**src/rtl/alu_pkg.sv**
```systemverilog
// Shared ALU package: sequencer state encoding, ALU control codes and the
// default datapath width. Used by the multiply sequencer, its bus interface
// and the ALU.
package alu_pkg;

  localparam int DATA_W_DEF = 32;

  typedef enum logic [1:0] {
    IDLE = 2'd0,
    RUN  = 2'd1,
    DONE = 2'd2
  } state_e;

  localparam logic [3:0] ALU_CTRL_AND = 4'b0000;
  localparam logic [3:0] ALU_CTRL_OR  = 4'b0001;
  localparam logic [3:0] ALU_CTRL_ADD = 4'b0010;
  localparam logic [3:0] ALU_CTRL_SUB = 4'b0110;
  localparam logic [3:0] ALU_CTRL_SLT = 4'b0111;

endpackage

```
**src/rtl/alu_mul_sequencer_if.sv**
```systemverilog
// Request/response bundle of the multiply sequencer. The master side drives
// the start pulse and operands; the slave side (the sequencer) returns
// busy/done and the registered product.
interface alu_mul_sequencer_if
  import alu_pkg::*;
#(
  parameter int DATA_W = DATA_W_DEF
);
  logic              start_i;
  logic [DATA_W-1:0] src1_i;
  logic [DATA_W-1:0] src2_i;
  logic              busy_o;
  logic              done_o;
  logic [DATA_W-1:0] result_o;
  logic              zero_o;

  modport master (
    output start_i, src1_i, src2_i,
    input  busy_o, done_o, result_o, zero_o
  );

  modport slave (
    input  start_i, src1_i, src2_i,
    output busy_o, done_o, result_o, zero_o
  );
endinterface

```
**src/rtl/alu_mul_sequencer_alu.sv**
```systemverilog
// Single-cycle CPU ALU (AND/OR/ADD/SUB/SLT), purely combinational.
// Unknown control codes produce zero.
module alu_mul_sequencer_alu
  import alu_pkg::*;
#(
  parameter int DATA_W = DATA_W_DEF
) (
  input  logic [DATA_W-1:0] src1_i,
  input  logic [DATA_W-1:0] src2_i,
  input  logic [3:0]        ctrl_i,
  output logic [DATA_W-1:0] result_o,
  output logic              zero_o
);

  // Operation select on the control code
  always_comb begin
    result_o = '0;
    case (ctrl_i)
      ALU_CTRL_AND: result_o = src1_i & src2_i;
      ALU_CTRL_OR:  result_o = src1_i | src2_i;
      ALU_CTRL_ADD: result_o = src1_i + src2_i;
      ALU_CTRL_SUB: result_o = src1_i - src2_i;
      ALU_CTRL_SLT: result_o = {{(DATA_W-1){1'b0}}, ($signed(src1_i) < $signed(src2_i))};
      default:      result_o = '0;
    endcase
  end

  assign zero_o = (result_o == '0);

endmodule

```
**src/rtl/alu_mul_sequencer.sv**
```systemverilog
// Shift-and-add multiplier sequencer driving the shared ALU (fixed to ADD).
// One partial product per clock; returns the low DATA_W bits of the product
// with a one-cycle done pulse.
// Optional build macro: ALU_MUL_EARLY_EXIT_EN -- finish as soon as the
// remaining multiplier bits are all zero instead of always running DATA_W
// iterations. Results are identical either way.
module alu_mul_sequencer
  import alu_pkg::*;
#(
  parameter int DATA_W = DATA_W_DEF
) (
  input logic                clk_i,
  input logic                rst_i,
  alu_mul_sequencer_if.slave bus
);

  localparam int              CNT_W    = $clog2(DATA_W);
  localparam logic [CNT_W-1:0] CNT_LAST = CNT_W'(DATA_W - 1);

  state_e              r_state;
  logic [DATA_W-1:0]   r_mcand;
  logic [DATA_W-1:0]   r_mplier;
  logic [DATA_W-1:0]   r_acc;
  logic [CNT_W-1:0]    r_cnt;
  logic [DATA_W-1:0]   r_result;
  logic                r_zero;
  logic                r_busy;
  logic                r_done;

  logic [DATA_W-1:0]   w_alu_sum;
  logic                w_alu_zero_unused;
  logic [DATA_W-1:0]   w_acc_nxt;
  logic [DATA_W-1:0]   w_mplier_nxt;
  logic                w_last;

  // The ALU always adds the shifted multiplicand onto the accumulator;
  // whether that sum is kept depends on the current multiplier bit.
  alu_mul_sequencer_alu #(
    .DATA_W (DATA_W)
  ) u_alu (
    .src1_i   (r_acc),
    .src2_i   (r_mcand),
    .ctrl_i   (ALU_CTRL_ADD),
    .result_o (w_alu_sum),
    .zero_o   (w_alu_zero_unused)
  );

  assign w_acc_nxt    = r_mplier[0] ? w_alu_sum : r_acc;
  assign w_mplier_nxt = r_mplier >> 1;

`ifdef ALU_MUL_EARLY_EXIT_EN
  // No set bits left to consume: the accumulator is already final.
  assign w_last = (r_cnt == CNT_LAST) || (w_mplier_nxt == '0);
`else
  assign w_last = (r_cnt == CNT_LAST);
`endif

  // Control FSM and datapath registers; all outputs registered here.
  always_ff @(posedge clk_i) begin
    if (rst_i) begin
      r_state  <= IDLE;
      r_mcand  <= '0;
      r_mplier <= '0;
      r_acc    <= '0;
      r_cnt    <= '0;
      r_result <= '0;
      r_zero   <= 1'b1;
      r_busy   <= 1'b0;
      r_done   <= 1'b0;
    end else begin
      r_done <= 1'b0;
      case (r_state)
        IDLE, DONE: begin
          // DONE accepts a new start directly so back-to-back ops lose no cycle
          if (bus.start_i) begin
            r_mcand  <= bus.src1_i;
            r_mplier <= bus.src2_i;
            r_acc    <= '0;
            r_cnt    <= '0;
            r_busy   <= 1'b1;
            r_state  <= RUN;
          end else begin
            r_busy  <= 1'b0;
            r_state <= IDLE;
          end
        end
        RUN: begin
          // start_i is deliberately ignored here: no re-latch, no queuing
          r_acc    <= w_acc_nxt;
          r_mcand  <= r_mcand << 1;
          r_mplier <= w_mplier_nxt;
          r_cnt    <= r_cnt + CNT_W'(1);
          if (w_last) begin
            r_result <= w_acc_nxt;
            r_zero   <= (w_acc_nxt == '0);
            r_busy   <= 1'b0;
            r_done   <= 1'b1;
            r_state  <= DONE;
          end
        end
        default: begin
          r_busy  <= 1'b0;
          r_state <= IDLE;
        end
      endcase
    end
  end

  assign bus.busy_o   = r_busy;
  assign bus.done_o   = r_done;
  assign bus.result_o = r_result;
  assign bus.zero_o   = r_zero;

endmodule
```
**src/flat_wrapper.sv**
```systemverilog
// flat-port wrapper written by rule: the top's interface ports become plain ports
module alu_mul_sequencer_flat import alu_pkg::*;
#(
  parameter int DATA_W = DATA_W_DEF
)
  (clk_i, rst_i, bus_start_i, bus_src1_i, bus_src2_i, bus_busy_o, bus_done_o, bus_result_o, bus_zero_o);
  alu_mul_sequencer_if #(.DATA_W(DATA_W)) bus_i ();
  input logic clk_i;
  input logic rst_i;
  input wire logic [$bits(bus_i.start_i)-1:0] bus_start_i;
  input wire logic [$bits(bus_i.src1_i)-1:0] bus_src1_i;
  input wire logic [$bits(bus_i.src2_i)-1:0] bus_src2_i;
  output wire logic [$bits(bus_i.busy_o)-1:0] bus_busy_o;
  output wire logic [$bits(bus_i.done_o)-1:0] bus_done_o;
  output wire logic [$bits(bus_i.result_o)-1:0] bus_result_o;
  output wire logic [$bits(bus_i.zero_o)-1:0] bus_zero_o;
  assign bus_i.start_i = bus_start_i;
  assign bus_i.src1_i = bus_src1_i;
  assign bus_i.src2_i = bus_src2_i;
  assign bus_busy_o = bus_i.busy_o;
  assign bus_done_o = bus_i.done_o;
  assign bus_result_o = bus_i.result_o;
  assign bus_zero_o = bus_i.zero_o;
  alu_mul_sequencer #(.DATA_W(DATA_W)) u_core (.clk_i(clk_i), .rst_i(rst_i), .bus(bus_i));
endmodule
```
**config.mk**
```make
export PLATFORM = sky130hd
export DESIGN_NAME = alu_mul_sequencer_flat
export DESIGN_NICKNAME = d
export VERILOG_FILES = /design/src/rtl/alu_pkg.sv /design/src/rtl/alu_mul_sequencer_if.sv /design/src/rtl/alu_mul_sequencer_alu.sv /design/src/rtl/alu_mul_sequencer.sv /design/src/flat_wrapper.sv
export SDC_FILE = /design/constraint.sdc
export NUM_CORES = 1
export LEC_CHECK = 0
export BUFFER_PORTS_ARGS = -buffer_cell sky130_fd_sc_hd__clkbuf_2
export CAP_MARGIN = 20
export CORE_ASPECT_RATIO = 0.8
export CORE_MARGIN = 2
export CORE_UTILIZATION = 55
export CTS_CLUSTER_SIZE = 25
export DETAILED_ROUTE_END_ITERATION = 10
export HOLD_SLACK_MARGIN = 0.08
export PLACE_DENSITY = 0.77
export SLEW_MARGIN = 30
export SYNTH_ARGS = -nofsm -noshare
export SYNTH_HDL_FRONTEND = slang
export SYNTH_SLANG_ARGS = --single-unit
```
**constraint.sdc**
```tcl
create_clock -name clk_i -period 4.09 [get_ports clk_i]
set_clock_uncertainty 0.2 [all_clocks]
set_input_delay 0.6135 -clock clk_i [delete_from_list [all_inputs] [get_ports clk_i]]
set_output_delay 0.6135 -clock clk_i [all_outputs]
set_load 0.005 [all_outputs]
```
==> results of run 1 <==
layer usage:
| layer | track usage (%) | wire length, µm | vias up |
|---|---|---|---|
| li1 | - | - | 3362 |
| met1 | 41.3 | 9400 | 3200 |
| met2 | 40.6 | 7980 | 286 |
| met3 | 5.48 | 1520 | 31 |
| met4 | 8.62 | 317 | 0 |
| met5 | 0 | 0 | - |
synthesized netlist by cell type, types with 10 or more instances:
cell type	number
ha_1	33
clkbuf_1	54
xnor2_1	14
nand2_1	101
a211oi_1	26
dfxtp_1	137
a21oi_1	121
a21o_1	12
nor3_1	12
nor2_1	124
xor2_1	10
o21ai_0	15
a22oi_1	81
mux2i_1	11
metrics by stage:
step / area, µm² / total power, µW / hold slack [ps] / worst slack, ps / instances
4_1_cts: 8410 / 3540 / 256 / 195 / 1140
2_1_floorplan: 7140 / 1700 / 236 / 438 / 883
6_report: 8450 / 3540 / 253 / 192 / 1141
3_5_place_dp: 7750 / 1820 / 247 / 211 / 1109
3_3_place_gp: 7750 / 1810 / 242 / 272 / 1109
5_1_grt: 8450 / 3660 / 272 / 12.0 / 1141
logic make-up after synthesis:
kind of cell / after synthesis / share of synthesized area (%)
AOI/OAI and AO/OA: 310 / 28.3
and+or+nand+nor: 290 / 17.8
DFF: 137 / 38.4
buffers and inverters: 69 / 3.66
adders and majority gates: 34 / 6.07
xor gates and xnor gates: 24 / 2.95
muxes: 19 / 2.81
final timing paths:
check,slack (ps),cells after the start,start,end
worst max-delay path,190,11,u_core.r_mcand[1]$_SDFFE_PP0P_,u_core.r_acc[31]$_SDFFE_PP0P_
worst min-delay path,250,2,u_core.r_mplier[6]$_SDFFE_PP0P_,u_core.r_mplier[6]$_SDFFE_PP0P_
worst max register to register,190,11,u_core.r_mcand[1]$_SDFFE_PP0P_,u_core.r_acc[31]$_SDFFE_PP0P_
worst min register to register,250,2,u_core.r_mplier[6]$_SDFFE_PP0P_,u_core.r_mplier[6]$_SDFFE_PP0P_
sequential cells by signal (all words and copies together) (netlist names):
name / count
u_core.bus.zero_o: 1
u_core.r_mcand: 32
u_core.r_acc: 32
u_core.bus.busy_o: 1
u_core.r_state: 1
u_core.bus.done_o: 1
u_core.r_mplier: 32
u_core.r_cnt: 5
u_core.bus.result_o: 32
layout by cell type (no fill, tap or decap), types with 15 or more instances in the layout:
cell       count
dfxtp_1      136
nor2_1       123
a21oi_1      121
nand2_1      101
clkbuf_2     100
a22oi_1       81
ha_1          33
a211oi_1      26
clkbuf_16     17
buf_4         16
o21ai_0       15
worst min-delay path, cell delays in order, from the launching register on:
cell	delay, ps
dfxtp_1	310
nand2_1	50
a21oi_1	50
cell type report:
cell class                 count  area (µm²)  share of cell area, %
inverter                       5        18.8                  0.222
sequential                   137        2740                   32.5
clock buffer                  19         433                   5.12
timing repair buffer         116         621                   7.34
multi-input combinational    677        4190                   49.6
clock inverter                12         224                   2.65
tap                          175         219                   2.59
where the power goes:
group          internal, µW  total [µW]  leakage, µW  switching (µW)
registers              1380        1430      0.00111            41.0
clock network          1140        1740     0.000317             602
logic                   142         374      0.00200             232
timing repair:
item | in CTS | in global routing
resized for setup | 0 | 6
endpoints found under the setup margin | 0 | 1
buffers inserted | 0 | 1
==> reports/qor.txt, run 1 <==
outcome = completed
# diodes = 0
hpwl dp = 12.9 mm
Pins Over Slew Limit = 0
Area Overhead vs Synth = 18.4%
Bufs and invs on worst path = 0
Avg Vias per Cell = 6.03
Std-Cell Rows = 37
initial antenna violation count = 0
share of layout cells above drive strength 1 = 17.9%
nets = 1055
number of global-route vias before repair = 6117
die area = 13900 µm²
clk root buf = clkbuf_16
Top Family by Delay on Critical Path = compound AO/OA/AOI/OAI gates
maximum fanout along the worst path = 4
EDFF count, synth = 0
fin crit share = 95.3%
Leakage = 0.00343 µW
Placer Congestion = 0.954
critical path launch point type = register
grt ovf = 0
area share of the largest cell type after synthesis = 38.4%
Cells after Synth = 883
H-tree depth = 4
synth warn = 0
PortBufs = 101
FMAX = 0.257 GHz
Final Hold Viols = 0
slowest cell on the critical path = a221oi_1
#FFs+latches synth = 137
Crit Path Class = reg -> reg
CTS tree = done
setup_tns = 0 ps
Fillers = 1095
Residual DRC = 0
slew at the pin closest to its max-slew limit = 901 ps
worst path cell trace = ha_1 > a211oi_1 > o21ai_1 > a21oi_1 > o21ai_1 > a311o_1 > a221oi_1 > xnor2_1 > nand2_1 > or3_1 > a21oi_1
post-synthesis average cell area = 8.08 µm²
unrepaired setup endpoints after global routing = false
syn nets = 984
Area contributors post-synth = dfxtp_1 38%, a22oi_1 8.5%, a21oi_1 8.5%, nor2_1 6.5%, ha_1 5.8%
post-synth cell types = 62
1st-pass router iterations = 5
Post-synth ARST share = 0%
worst min-delay path category = reg -> reg
sequential area share after synthesis = 38.4%
initial core utilization = 55.8%
1st-iter DRT viols = 660
Tmin final = 3900 ps
Crit path largest cell delay = 440 ps
Post-DRT Antenna Nets = 0
core area = 12800 µm²
largest net degree at the start of global routing = 90
clk sinks = 137
I/O Pins = 102
Slew HR = 39.9%
critical path arrival = 4040 ps
Vias = 6879
clk buf depth = 2
worst-skew pair later-pin latency = 420 ps
Core Util, Final = 66.1%
first-pass GRT wire length = 31.2 mm
Post-Route WL = 19.2 mm
CTS buffer count = 17
chip width = 131 µm
crit end category = register
synthesized area = 7140 µm²
Die Y = 106 µm
maximum vdd ir drop = 0.266 mV
Pwr Density = 419 nW/µm²
Main synth FF type = dfxtp_1
Worst EP required = 4230 ps
Global Route Usage Sum = 27.8%
biggest area consumer among synthesized cells = dfxtp_1
clk slew on worst S/H paths = 60 ps
max-capacitance violation count = 0
Final setup viols = 0
mean routed wirelength per cell = 16.8 µm
Post-CTS Hold Buffers = 0
Power figures use the tool's default switching activity.
==> run 2, diff against run 1 <==
Clock period 4.09 ns to 4.56 ns, I/O delays scaled along.
==> reports/qor.txt, run 2 (synthesis gave the netlist of run 1 again) <==
1st-iter DRT viols = 668 (was 660)
worst min-delay path category = reg -> reg (unchanged)
share of layout cells above drive strength 1 = 17.2% (was 17.9%)
mean routed wirelength per cell = 17.0 µm (was 16.8 µm)
Tmin final = 4040 ps (was 3900 ps)
fin crit share = 88.6% (was 95.3%)
Final setup viols = 0 (unchanged)
Final Power = 3180 µW (was 3540 µW)
Residual DRC = 0 (unchanged)
1st-pass router iterations = 5 (unchanged)
chip width = 131 µm (unchanged)
CTS buffer count = 17 (unchanged)
Top cell by count, worst path = or4_1
Fillers = 1117 (was 1095)
largest net degree at the start of global routing = 70 (was 90)
Hold Slack = 251 ps (was 253 ps)
I/O Pins = 102 (unchanged)
CTS tree = done (unchanged)
slew at the pin closest to its max-slew limit = 715 ps (was 901 ps)
clk root buf = clkbuf_16 (unchanged)
max-capacitance violation count = 0 (unchanged)
first-pass GRT wire length = 31.6 mm (was 31.2 mm)
FMAX = 0.248 GHz (was 0.257 GHz)
initial core utilization = 55.8% (unchanged)
post-CTS resize count = 0 (unchanged)
outcome = completed (unchanged)
PortBufs = 101 (unchanged)
crit end category = register (unchanged)
Slew HR = 52.3% (was 39.9%)
critical path arrival = 4180 ps (was 4040 ps)
Leakage = 0.00342 µW (was 0.00343 µW)
Placer Congestion = 0.926 (was 0.954)
Worst EP required = 4700 ps (was 4230 ps)
maximum fanout along the worst path = 4 (unchanged)
commonest non-fill, non-tap cell in the layout = dfxtp_1 (unchanged)
worst path cell trace = ha_1 > fa_1 > a211oi_2 > o211ai_1 > a21o_1 > a31oi_1 > nand2_1 > or4_1 > nor4_1 > nand4b_1 > or4_1 > o31ai_2 (was ha_1 > a211oi_1 > o21ai_1 > a21oi_1 > o21ai_1 > a311o_1 > a221oi_1 > xnor2_1 > nand2_1 > or3_1 > a21oi_1)
number of post-CTS setup repair buffers = 0 (unchanged)
grt ovf = 0 (unchanged)
nets = 1049 (was 1055)
maximum vdd ir drop = 0.274 mV (was 0.266 mV)
hpwl dp = 12.9 mm (about the same)
Global Route Usage Sum = 28.0% (was 27.8%)
Die Y = 106 µm (unchanged)
Vias = 6884 (was 6879)
Pwr Density = 377 nW/µm² (was 419 nW/µm²)
setup_tns = 0 ps (unchanged)
unrepaired setup endpoints after global routing = false (unchanged)
clk slew on worst S/H paths = 60 ps (about the same)
initial antenna violation count = 0 (unchanged)
slowest cell on the critical path = or4_1 (was a221oi_1)
die area = 13900 µm² (unchanged)
H-tree depth = 4 (unchanged)
Final Hold Viols = 0 (unchanged)
core area = 12800 µm² (unchanged)
Finished Layout Cells = 1136 (was 1141)
Post-Route WL = 19.4 mm (was 19.2 mm)
clk sinks = 137 (unchanged)
worst-skew pair later-pin latency = 420 ps (about the same)
critical path launch point type = register (unchanged)
Area Overhead vs Synth = 18.3% (was 18.4%)
# diodes = 0 (unchanged)
Pins Over Slew Limit = 0 (unchanged)
Std-Cell Rows = 37 (unchanged)
number of global-route vias before repair = 6336 (was 6117)
Avg Vias per Cell = 6.06 (was 6.03)
Post-DRT Antenna Nets = 0 (unchanged)
register area = 2740 µm² (unchanged)
most frequent cells in the layout = 136 x dfxtp_1, 123 x nor2_1, 121 x a21oi_1 (unchanged)
multi-input logic area = 4160 µm² (was 4190 µm²)
Post-CTS Hold Buffers = 0 (unchanged)
clk buf depth = 2 (unchanged)
Crit Path Class = reg -> reg (unchanged)
Crit path largest cell delay = 530 ps (was 440 ps)
Cells after DPL = 1104 (was 1109)
Core Util, Final = 66.1% (about the same)
-- run 2: area by class of cell --
class / instances / area share [%]
multi-input combinational: 677 / 49.3
sequential: 137 / 32.5
timing repair buffer: 110 / 7.44
clock buffer: 22 / 5.74
tap: 175 / 2.59
clock inverter: 10 / 2.24
inverter: 5 / 0.222
-- run 2: critical path, delay by kind of cell, from the launching register on --
kind | cells | cell delay, ps
AND/OR/NAND/NOR | 5 | 1510
adder cells (fa/ha/maj) | 2 | 670
flip-flops | 1 | 340
AO/OA/AOI/OAI | 5 | 1250
-- run 2: per-stage QoR --
| step | worst slack [ps] | area, µm² |
|---|---|---|
| after global placement | 678 | 7710 |
| after CTS | 563 | 8440 |
| after floorplan | 908 | 7140 |
| after global routing | 283 | 8440 |
| after detailed placement | 589 | 7770 |
| final | 522 | 8440 |
-- run 2: worst paths after layout --
kind                                    startpoint  depth (start not counted)  slack (ps)                                to
setup / recovery      u_core.r_acc[0]$_SDFFE_PP0P_                         12         520    u_core.bus.zero_o$_SDFFE_PP1P_
hold / removal    u_core.r_mplier[29]$_SDFFE_PP0P_                          2         250  u_core.r_mplier[29]$_SDFFE_PP0P_
setup reg to reg      u_core.r_acc[0]$_SDFFE_PP0P_                         12         520    u_core.bus.zero_o$_SDFFE_PP1P_
hold reg to reg   u_core.r_mplier[29]$_SDFFE_PP0P_                          2         250  u_core.r_mplier[29]$_SDFFE_PP0P_
-- run 2: routing by layer --
layer  wire [µm]  global-route usage [%]
met5           0                       0
met4         160                    7.53
met3        1520                    6.20
met2        8350                    40.9
met1        9320                    41.6
-- run 2: report_power, final --
group / internal, µW / switching, µW / total [µW]
Sequential: 1240 / 37.5 / 1280
Combinational: 133 / 210 / 343
Clock: 1030 / 527 / 1560
==> run 3, diff against run 2 <==
Settings changed: CORE_UTILIZATION 55 to 40, PLACE_DENSITY 0.77 to default.
==> reports/qor.txt, run 3 (synthesis gave the netlist of run 1 again) <==
1st-iter DRT viols = 456 (was 668)
Pwr Density = 370 nW/µm² (was 377 nW/µm²)
Placer Congestion = 0.930 (was 0.926)
clk sinks = 137 (unchanged)
max-capacitance violation count = 0 (unchanged)
maximum fanout along the worst path = 4 (unchanged)
Area Overhead vs Synth = 18.0% (was 18.3%)
worst min-delay path category = reg -> reg (unchanged)
Worst EP required = 4700 ps (about the same)
Tmin final = 4010 ps (was 4040 ps)
mean routed wirelength per cell = 17.2 µm (was 17.0 µm)
Cells after DPL = 1155 (was 1104)
largest net degree at the start of global routing = 66 (was 70)
CTS tree = done (unchanged)
clk root buf = clkbuf_16 (unchanged)
Avg Vias per Cell = 5.64 (was 6.06)
core area = 17400 µm² (was 12800 µm²)
Post-DRT Antenna Nets = 0 (unchanged)
Final setup viols = 0 (unchanged)
CTS buffer count = 17 (unchanged)
Leakage = 0.00338 µW (was 0.00342 µW)
Global Route Usage Sum = 21.4% (was 28.0%)
unrepaired setup endpoints after global routing = false (unchanged)
most frequent cells in the layout = 136 x dfxtp_1, 123 x nor2_1, 121 x a21oi_1 (unchanged)
setup_tns = 0 ps (unchanged)
Crit Path Class = reg -> reg (unchanged)
Residual DRC = 0 (unchanged)
Post-CTS Hold Buffers = 0 (unchanged)
clk buf depth = 2 (unchanged)
number of post-CTS setup repair buffers = 0 (unchanged)
worst-skew pair later-pin latency = 430 ps (was 420 ps)
Die Y = 123 µm (was 106 µm)
Pins Over Slew Limit = 0 (unchanged)
slew at the pin closest to its max-slew limit = 855 ps (was 715 ps)
first-pass GRT wire length = 32.3 mm (was 31.6 mm)
Std-Cell Rows = 43 (was 37)
hpwl dp = 13.9 mm (was 12.9 mm)
critical path arrival = 4150 ps (was 4180 ps)
initial antenna violation count = 0 (unchanged)
fin crit share = 87.9% (was 88.6%)
outcome = completed (unchanged)
FMAX = 0.249 GHz (was 0.248 GHz)
clk slew on worst S/H paths = 60 ps (about the same)
Post-Route WL = 20.4 mm (was 19.4 mm)
crit end category = register (unchanged)
commonest non-fill, non-tap cell in the layout = dfxtp_1 (unchanged)
I/O Pins = 102 (unchanged)
share of layout cells above drive strength 1 = 17.3% (was 17.2%)
Vias = 6689 (was 6884)
nets = 1050 (was 1049)
PortBufs = 101 (unchanged)
H-tree depth = 4 (unchanged)
# diodes = 0 (unchanged)
Slew HR = 42.9% (was 52.3%)
initial core utilization = 41.1% (was 55.8%)
1st-pass router iterations = 5 (unchanged)
chip width = 153 µm (was 131 µm)
post-CTS resize count = 0 (unchanged)
Final Hold Viols = 0 (unchanged)
Finished Layout Cells = 1187 (was 1136)
critical path launch point type = register (unchanged)
grt ovf = 0 (unchanged)
die area = 18900 µm² (was 13900 µm²)
maximum vdd ir drop = 0.227 mV (was 0.274 mV)
number of global-route vias before repair = 6157 (was 6336)
-- run 3: final timing paths --
check	start	cells past startpoint	endpoint	slack [ps]
worst max-delay path	u_core.r_acc[0]$_SDFFE_PP0P_	12	u_core.bus.zero_o$_SDFFE_PP1P_	550
worst min-delay path	u_core.r_mplier[22]$_SDFFE_PP0P_	2	u_core.r_mplier[22]$_SDFFE_PP0P_	250
worst max register to register	u_core.r_acc[0]$_SDFFE_PP0P_	12	u_core.bus.zero_o$_SDFFE_PP1P_	550
worst min register to register	u_core.r_mplier[22]$_SDFFE_PP0P_	2	u_core.r_mplier[22]$_SDFFE_PP0P_	250
-- run 3: final cells by class --
cell class              count  area, µm²
fillers                  1724       8960
multi-input cells         677       4160
flip-flops and latches    137       2740
repair buffers            111        583
clock buffers              19        443
well taps                 225        282
clock inverters            13        193
inverters                   5       18.8
-- run 3: critical path: stages, from the launching register on --
cell and delay, ps:
dfxtp_1 330, ha_1 240, fa_1 420, a211oi_2 360, o211ai_1 230, a21o_1 220
a31oi_1 240, nand2_1 70, or4_1 490, nor4_1 280, nand4b_1 130, or4_1 530
o31ai_2 170
-- run 3: metrics by stage --
step           power, µW  util [%]  hold slack (ps)  setup WS, ps  area, µm²
4_1_cts             3140      48.5              255           587       8420
3_5_place_dp        1640      44.8              247           621       7780
3_3_place_gp        1640      44.8              243           679       7780
6_report            3120      48.5              253           552       8420
2_1_floorplan       1530         -              236           908       7140
5_1_grt             3230      48.5              266           328       8420
-- run 3: metal layers --
metal | vias to the layer above | global-route usage [%] | routed length [µm]
met1 | 3158 | 31.9 | 10700
met2 | 166 | 31.1 | 8440
li1 | 3346 | - | -
met3 | 19 | 4.24 | 963
met4 | 0 | 6.42 | 274
met5 | - | 0 | 0
-- run 3: power by group --
| group | internal (µW) | leakage (µW) | switching, µW |
|---|---|---|---|
| logic | 124 | 0.00196 | 213 |
| clock network | 937 | 0.000305 | 567 |
| registers | 1240 | 0.00111 | 35.0 |
